**src/rtl/axi_lite_master.sv**
```systemverilog
// Single-outstanding AXI4-Lite master. Each accepted command becomes one AXI read
// or write, and the next command is not accepted until the response is consumed.
module axi_lite_master #(
  parameter int ADDR_WIDTH = 32,
  parameter int DATA_WIDTH = 32,
  parameter int STRB_WIDTH = DATA_WIDTH/8
) (
  input  logic                  ACLK,
  input  logic                  ARESET,
  input  logic                  cmd_valid,
  output logic                  cmd_ready,
  input  logic                  cmd_write,
  input  logic [ADDR_WIDTH-1:0] cmd_addr,
  input  logic [DATA_WIDTH-1:0] cmd_wdata,
  input  logic [STRB_WIDTH-1:0] cmd_wstrb,
  output logic                  rsp_valid,
  input  logic                  rsp_ready,
  output logic                  rsp_write,
  output logic [DATA_WIDTH-1:0] rsp_rdata,
  output logic [1:0]            rsp_resp,
  output logic [ADDR_WIDTH-1:0] AWADDR,
  output logic                  AWVALID,
  input  logic                  AWREADY,
  output logic [DATA_WIDTH-1:0] WDATA,
  output logic [STRB_WIDTH-1:0] WSTRB,
  output logic                  WVALID,
  input  logic                  WREADY,
  input  logic [1:0]            BRESP,
  input  logic                  BVALID,
  output logic                  BREADY,
  output logic [ADDR_WIDTH-1:0] ARADDR,
  output logic                  ARVALID,
  input  logic                  ARREADY,
  input  logic [DATA_WIDTH-1:0] RDATA,
  input  logic [1:0]            RRESP,
  input  logic                  RVALID,
  output logic                  RREADY
);

  typedef enum logic [2:0] {IDLE, RD_ADDR, RD_DATA, WR_REQ, WR_RESP, RSP} state_t;

  typedef struct packed {
    logic [ADDR_WIDTH-1:0] addr;
    logic [DATA_WIDTH-1:0] wdata;
    logic [STRB_WIDTH-1:0] wstrb;
  } req_t;

  typedef struct packed {
    logic                  write;
    logic [1:0]            resp;
    logic [DATA_WIDTH-1:0] rdata;
  } rsp_t;

  state_t state, state_nxt;
  req_t   req_q, req_nxt;
  rsp_t   rsp_q, rsp_nxt;
  logic   aw_done, aw_done_nxt, w_done, w_done_nxt;
  logic   ready_q, ready_nxt;
  logic   arvalid_q, arvalid_nxt, rready_q, rready_nxt;
  logic   awvalid_q, awvalid_nxt, wvalid_q, wvalid_nxt;
  logic   bready_q, bready_nxt, rsp_valid_q, rsp_valid_nxt;

  always_ff @(posedge ACLK) begin
    if (ARESET) begin
      state       <= IDLE;
      req_q       <= '0;
      rsp_q       <= '0;
      aw_done     <= 1'b0;
      w_done      <= 1'b0;
      ready_q     <= 1'b0;
      arvalid_q   <= 1'b0;
      rready_q    <= 1'b0;
      awvalid_q   <= 1'b0;
      wvalid_q    <= 1'b0;
      bready_q    <= 1'b0;
      rsp_valid_q <= 1'b0;
    end else begin
      state       <= state_nxt;
      req_q       <= req_nxt;
      rsp_q       <= rsp_nxt;
      aw_done     <= aw_done_nxt;
      w_done      <= w_done_nxt;
      ready_q     <= ready_nxt;
      arvalid_q   <= arvalid_nxt;
      rready_q    <= rready_nxt;
      awvalid_q   <= awvalid_nxt;
      wvalid_q    <= wvalid_nxt;
      bready_q    <= bready_nxt;
      rsp_valid_q <= rsp_valid_nxt;
    end
  end

  always_comb begin
    state_nxt   = state;
    req_nxt     = req_q;
    rsp_nxt     = rsp_q;
    aw_done_nxt = aw_done;
    w_done_nxt  = w_done;
    case (state)
      IDLE: begin
        if (cmd_valid && ready_q) begin
          req_nxt     = '{addr: cmd_addr, wdata: cmd_wdata, wstrb: cmd_wstrb};
          aw_done_nxt = 1'b0;
          w_done_nxt  = 1'b0;
          state_nxt   = cmd_write ? WR_REQ : RD_ADDR;
        end
      end
      RD_ADDR: if (arvalid_q && ARREADY) state_nxt = RD_DATA;
      RD_DATA: begin
        if (RVALID && rready_q) begin
          rsp_nxt.write = 1'b0;
          rsp_nxt.resp  = RRESP;
          rsp_nxt.rdata = RDATA;
          state_nxt     = RSP;
        end
      end
      WR_REQ: begin
        // AW and W complete independently, in either order or together
        if (awvalid_q && AWREADY) aw_done_nxt = 1'b1;
        if (wvalid_q && WREADY)   w_done_nxt  = 1'b1;
        if (aw_done_nxt && w_done_nxt) state_nxt = WR_RESP;
      end
      WR_RESP: begin
        if (BVALID && bready_q) begin
          rsp_nxt.write = 1'b1;
          rsp_nxt.resp  = BRESP;
          rsp_nxt.rdata = '0;
          state_nxt     = RSP;
        end
      end
      RSP:     if (rsp_ready) state_nxt = IDLE;
      default: state_nxt = IDLE;
    endcase

    // Handshake outputs are registered from the next state so they change only on edges
    ready_nxt     = (state_nxt == IDLE);
    arvalid_nxt   = (state_nxt == RD_ADDR);
    rready_nxt    = (state_nxt == RD_DATA);
    awvalid_nxt   = (state_nxt == WR_REQ) && !aw_done_nxt;
    wvalid_nxt    = (state_nxt == WR_REQ) && !w_done_nxt;
    bready_nxt    = (state_nxt == WR_RESP);
    rsp_valid_nxt = (state_nxt == RSP);
  end

  assign cmd_ready = ready_q;
  assign rsp_valid = rsp_valid_q;
  assign rsp_write = rsp_q.write;
  assign rsp_rdata = rsp_q.rdata;
  assign rsp_resp  = rsp_q.resp;
  assign AWADDR    = req_q.addr;
  assign ARADDR    = req_q.addr;
  assign WDATA     = req_q.wdata;
  assign WSTRB     = req_q.wstrb;
  assign AWVALID   = awvalid_q;
  assign WVALID    = wvalid_q;
  assign BREADY    = bready_q;
  assign ARVALID   = arvalid_q;
  assign RREADY    = rready_q;

endmodule

```
**config.mk**
```make
export PLATFORM = sky130hd
export DESIGN_NAME = axi_lite_master
export DESIGN_NICKNAME = d
export VERILOG_FILES = /design/src/rtl/axi_lite_master.sv
export SDC_FILE = /design/constraint.sdc
export NUM_CORES = 1
export LEC_CHECK = 0
export BUFFER_PORTS_ARGS = -buffer_cell sky130_fd_sc_hd__buf_2
export CELL_PAD_IN_SITES_DETAIL_PLACEMENT = 0
export CELL_PAD_IN_SITES_GLOBAL_PLACEMENT = 1
export CORE_UTILIZATION = 27
export CTS_BUF_LIST = sky130_fd_sc_hd__clkbuf_4 sky130_fd_sc_hd__clkbuf_8 sky130_fd_sc_hd__clkbuf_16
export DETAILED_ROUTE_END_ITERATION = 8
export GPL_ROUTABILITY_DRIVEN = 0
export HOLD_SLACK_MARGIN = 0.1
export PLACE_DENSITY_LB_ADDON = 0.3
export SETUP_SLACK_MARGIN = 0.5
export SYNTH_ARGS = -nofsm -noshare
export SYNTH_HDL_FRONTEND = slang
export SYNTH_SLANG_ARGS = --single-unit
```
**constraint.sdc**
```tcl
create_clock -name ACLK -period 1.5 [get_ports ACLK]
set_input_delay 0.075 -clock ACLK [delete_from_list [all_inputs] [get_ports ACLK]]
set_output_delay 0.075 -clock ACLK [all_outputs]
set_load 0.01 [all_outputs]
```
# Word-level counts from Yosys, hierarchy flattened
# Index checks and enable logic that the tools add are counted.
classes:
  add_sub_neg: 0
  shifts: 0
  multipliers: 0
  bitwise_logic: 0
  n_reduce_logical: 16
  n_lt_le_gt_ge: 0
  n_div: 0
  eq_ne: 12
  n_mux: 19
op_table:
  columns: ["cell", "count"]
  rows:
  - ["$mux 35", 2]
  - ["$pmux 35 s2", 1]
  - ["$mux 3", 6]
  - ["$pmux 3 s6", 1]
  - ["$eq 3x2->1 const B", 4]
  - ["$eq 3x3->1 const B", 4]
  - ["$logic_and 1x1->1", 9]
  - ["$eq 3x1->1 const B", 2]
  - ["$logic_not 3->1", 2]
  - ["$mux 1", 6]
  - ["$ne 2x2->1 const B", 2]
  - ["$pmux 1 s2", 2]
  - ["$reduce_and 3->1", 1]
  - ["$logic_not 1->1", 2]
  - ["$mux 2", 1]
  - ["$reduce_and 2->1", 1]
  - ["$reduce_bool 2->1", 1]
totals:
  mem_count: 0
  regBits: 115
  input_bits: 114
  ram_bits: 0
  mem_bits_ro: 0
  output_inout_bits: 142
  word_cells: 63
  latch_bits: 0

# Longest topological paths before layout
depth:
  depth_word: 8
  ltp_mapped: 6
  mapped_depth_nobuf: 4

# Worst setup path after synthesis
# OpenSTA, ideal clock, no wires.
synth_timing:
  path_type: "reg-to-reg"
  startpoint: "reg state[2]"
  endpoint: "reg wvalid_q, in the netlist WVALID"
  synth_period_minus_slack_ns: 1.464
  setup_slack_ns: 0.036
  setup_ns: 0.133
  required_ns: 1.367
  stages_incl_launch_ff: 5
  arrival_time_ns: 1.331
  path_buffers: 0
  path_cell_list: "dfxtp_1 > and3b_1 > o21a_1 > o41ai_2 > nor3_1"
synth_between:
  elab_chain_len: 4
  elab_cells_between_ends: 17
  classes_between: "eq/ne (6); mux (8); reduce/logical (3)"
synth_rtl:
  columns: ["element", "line", "rtl"]
  rows:
  - ["start, declared", "54", "state_t state, state_nxt;"]
  - ["start signal, assigned", "78", "state <= state_nxt;"]
  - ["$eq 3x3->1 (tied with other cells)", "99", "case (state)"]
  - ["$pmux 3 s6 or $pmux 1 s2 (tied branches)", "99", null]
  - ["$eq 3x2->1 or $logic_not 1->1 (tied branches)", "140", "wvalid_nxt = (state_nxt == WR_REQ) && !w_done_nxt;"]
  - ["$logic_and 1x1->1 (*)", "140", null]
  - ["end signal, assigned", "87", "wvalid_q <= wvalid_nxt;"]
  - ["end, declared", "60", "logic awvalid_q, awvalid_nxt, wvalid_q, wvalid_nxt;"]
# Every way passes the cells marked *; elsewhere a longest branch is shown, timed or not.
# A chain may end at the register's enable or synchronous reset.

# Final worst setup path
layout_timing:
  startpoint: "reg state[1]"
  endpoint: "reg rsp_q, in the netlist rsp_rdata[8]"
layout_between:
  elab_chain_len: 3
  elab_cells_between_ends: 7
  classes_between: "eq/ne (4); mux (1); reduce/logical (2)"
layout_rtl:
  columns: ["element", "line", "rtl"]
  rows:
  - ["$eq 3x3->1 or $eq 3x2->1 (tied branches)", "99", null]
  - ["$ne 2x2->1 (no source line) or $reduce_bool 2->1 (tied branches)", null, null]
  - ["$reduce_and 3->1 (no source line)", null, null]
  - ["end signal, assigned", "80", "rsp_q <= rsp_nxt;"]
  - ["end, declared", "56", "rsp_t rsp_q, rsp_nxt;"]
# Several ways; a longest one is shown, not always the timed one.

==> impl_metrics.tcl <==
set metrics [dict create \
    status "completed" \
    syn_to_final_growth_pct 86.8 \
    layout-drive-gt1-share_pct 49.5 \
    critPathKind "reg -> reg" \
    initial_core_util_pct 28.0 \
    fillCellCount 1447 \
    detail_route.wl_per_cell_um 14.1 \
    worstPathMaxFanout 16 \
    synth-edff-count 0 \
    grt_max_degree 101 \
    start_kind "register" \
    hold_violations 0 \
    max-slew-margin-rel_pct 62.8 \
    hp-class "in -> reg" \
    rows 45 \
    synth_top_family_by_area "simple AND/OR/NAND/NOR gates" \
    finalCritPeriodShare_pct 96.4 \
    ios 256 \
    finalMaxSlewViolations 0 \
    yosysSeqAreaShare_pct 53.3 \
    synth-compound-area-share_pct 16.8 \
    grt_pass1_wl_mm 21.8 \
    die_area_um2 16500 \
    synth-simple-area-share_pct 19.9 \
    die_y_um 128 \
    max_clock_freq_mhz 691 \
    rsz0062_at_grt "true" \
    numCtsBuffers 17 \
    cts_root_buf "clkbuf_16" \
    clock-sinks 115 \
    routed_via_density 4.40 \
    cp_data_required_time_ns 1.84 \
    fin_worst_hold_slack_ns 0.123 \
    synth_area_um2 4320 \
    cts_buffer_depth 2 \
    min_period_ns 1.45 \
    placed_area_um2 5660 \
    r2r_slack_ns 0.05 \
    powerDensity_nw_per_um2 1210 \
    skew_ns 0.00482 \
    worstReg2RegStart "state[1]" \
    antenna_found_initial 2 \
    synthCells 502 \
    clk_pin_slew_ns 0.05 \
    first_iter_violations 136 \
    cp.arrival_ns 1.78 \
    hold_start "AWREADY" \
    drt_pass1_iterations 5 \
    nets 959 \
    drt_wl_total_mm 15.1 \
    ant_nets 0 \
    synth_fa_ha_area_share_pct 0 \
    cts_tree "yes" \
    num_vias 4704 \
    whs_path_depth 5 \
    synth_async_sr_flop_share_pct 0 \
    tightest_slew_ns 0.559 \
    synth.yosys.warnings 0 \
    synth_seq_cells 115 \
    critPathCaptureType "register" \
    p_leak_uw 0.00364 \
    io_buffers 255 \
    clk_latency_ns 0.40 \
    core_area_um2 15400 \
    setup_viol 0 \
    dp_hpwl_mm 8.78 \
    syn-num-nets 616 \
    synth_mux_area_share_pct 0.464 \
    hold_end "aw_done" \
    die_x_um 128 \
    htree_num_levels 4 \
    grt_pass1_vias 4499 \
    syn_area_per_cell_um2 8.60 \
    synth_flop_cell "dfxtp_1" \
    r2r_end "rsp_rdata[8]" \
    grt_usage_pct 17.2 \
    grt.overflow.total 0 \
    synth_xor_area_share_pct 0 \
    synth.distinct_cells 38 \
    drc 0 \
    r2r_cells 5 \
    vdd_ir_drop_max_uv 776 \
    finish.instance_area_um2 8060 \
    cap_violations 0 \
]
final cells by class:
type,instances,area (um2),area share [%]
Clock buffer,23,502,6.22
Antenna cell,1,2.50,0.0310
Clock inverter,9,173,2.14
Sequential cell,115,2390,29.6
Tap cell,211,264,3.27
Inverter,2,7.51,0.0931
Timing Repair Buffer,390,2890,35.9
Multi-Input combinational cell,319,1840,22.8
critical path, stage by stage, from the launching register on:
cell,delay (ns)
dfxtp_4,0.39
nor3b_4,0.29
and2_4,0.29
clkbuf_16,0.21
a22oi_1,0.10
nor2_1,0.10
worst max-delay path by stage:
stage	from	to	slack [ns]	depth (start not counted)
CTS	state[1]	ARVALID	0.07	4
floorplan	state[1]	AWVALID	0.12	4
finish	state[1]	rsp_rdata[8]	0.05	5
global placement	state[1]	rsp_rdata[26]	0.06	5
global route	state[1]	rsp_rdata[23]	-0.007	5
detailed placement	state[1]	rsp_rdata[3]	-0.007	5
cells in the final DEF, fill, tap and decap left out, types with 2 or more instances in the layout:
cell	count
buf_2	236
a211oi_4	2
nor3b_1	2
a21oi_1	63
nand2_1	137
buf_16	3
dfxtp_4	5
dfxtp_2	52
inv_1	2
a22oi_1	13
nor3b_4	2
a22oi_2	20
clkbuf_8	5
nor2_2	4
clkbuf_16	21
dlygate4sd3_1	108
bufinv_16	5
nor3_1	3
nor2_1	37
and2_4	2
buf_4	14
a211oi_2	2
buf_6	18
buf_12	7
dfxtp_1	58
mux2i_2	2
clkinv_2	3
a21oi_2	11
flip-flops by register name (all words and copies together), names as in the netlist:
name,count
BREADY,1
ARADDR,32
WSTRB,4
rsp_write,1
rsp_rdata,32
aw_done,1
WDATA,32
state,3
rsp_resp,2
ARVALID,1
WVALID,1
RREADY,1
AWVALID,1
cmd_ready,1
w_done,1
rsp_valid,1
layer usage:
| layer | share of wire, % | track usage (%) | wire, um |
|---|---|---|---|
| met5 | 0.086 | 0 | 13 |
| met4 | 1.7 | 7.27 | 256 |
| met3 | 7.3 | 6.24 | 1110 |
| met2 | 51 | 30.9 | 7740 |
| met1 | 40 | 18.0 | 5990 |
cells in the mapped netlist, types with 2 or more instances:
cell,instances,area share (%)
nand2_1,137,12
dfxtp_1,115,53
a21oi_1,74,8.6
nor2_1,41,3.6
buf_4,35,6.1
a22oi_1,32,5.6
clkbuf_1,20,1.7
buf_2,10,1.2
nor3_1,3,0.35
a211oi_1,2,0.35
and2_1,2,0.29
inv_1,2,0.17
mux2i_1,2,0.46
nor3b_1,2,0.35
nor3b_2,2,0.58
cell families (layout without fill, tap and decap cells):
logic type,Yosys count,after routing
mux,2,2
flops,115,115
buf+inv,68,424
compound gates,117,117
simple gates,200,200
other cells,0,1
per-stage QoR:
step,power (uW),std cells,setup slack [ns],util (%),TNS (ns)
finish,9740,1070,0.0535,52.3,0
floorplan,4260,502,0.121,-,0
global placement,4690,913,0.0575,36.7,0
detailed placement,4710,913,-0.00702,36.7,-0.00702
CTS,9660,1063,0.0686,49.1,0
global route,10200,1069,-0.00746,52.2,-0.0343
repair_timing:
item | CTS | global route
setup endpoints to repair | 129 | 195
resized for setup | 13 | 122
hold endpoints to repair | 112 | 0
setup buffers | 8 | 2
pin swaps | 7 | 20
cloned | 2 | 4
hold buffers | 108 | 0
power breakdown:
group / total [uW] / internal, uW / switching [uW]
Clock: 4540 / 3180 / 1360
Sequential: 3420 / 3280 / 147
Combinational: 1780 / 932 / 846
Total: 9740 / 7380 / 2350
Power figures use the tool's default switching activity.
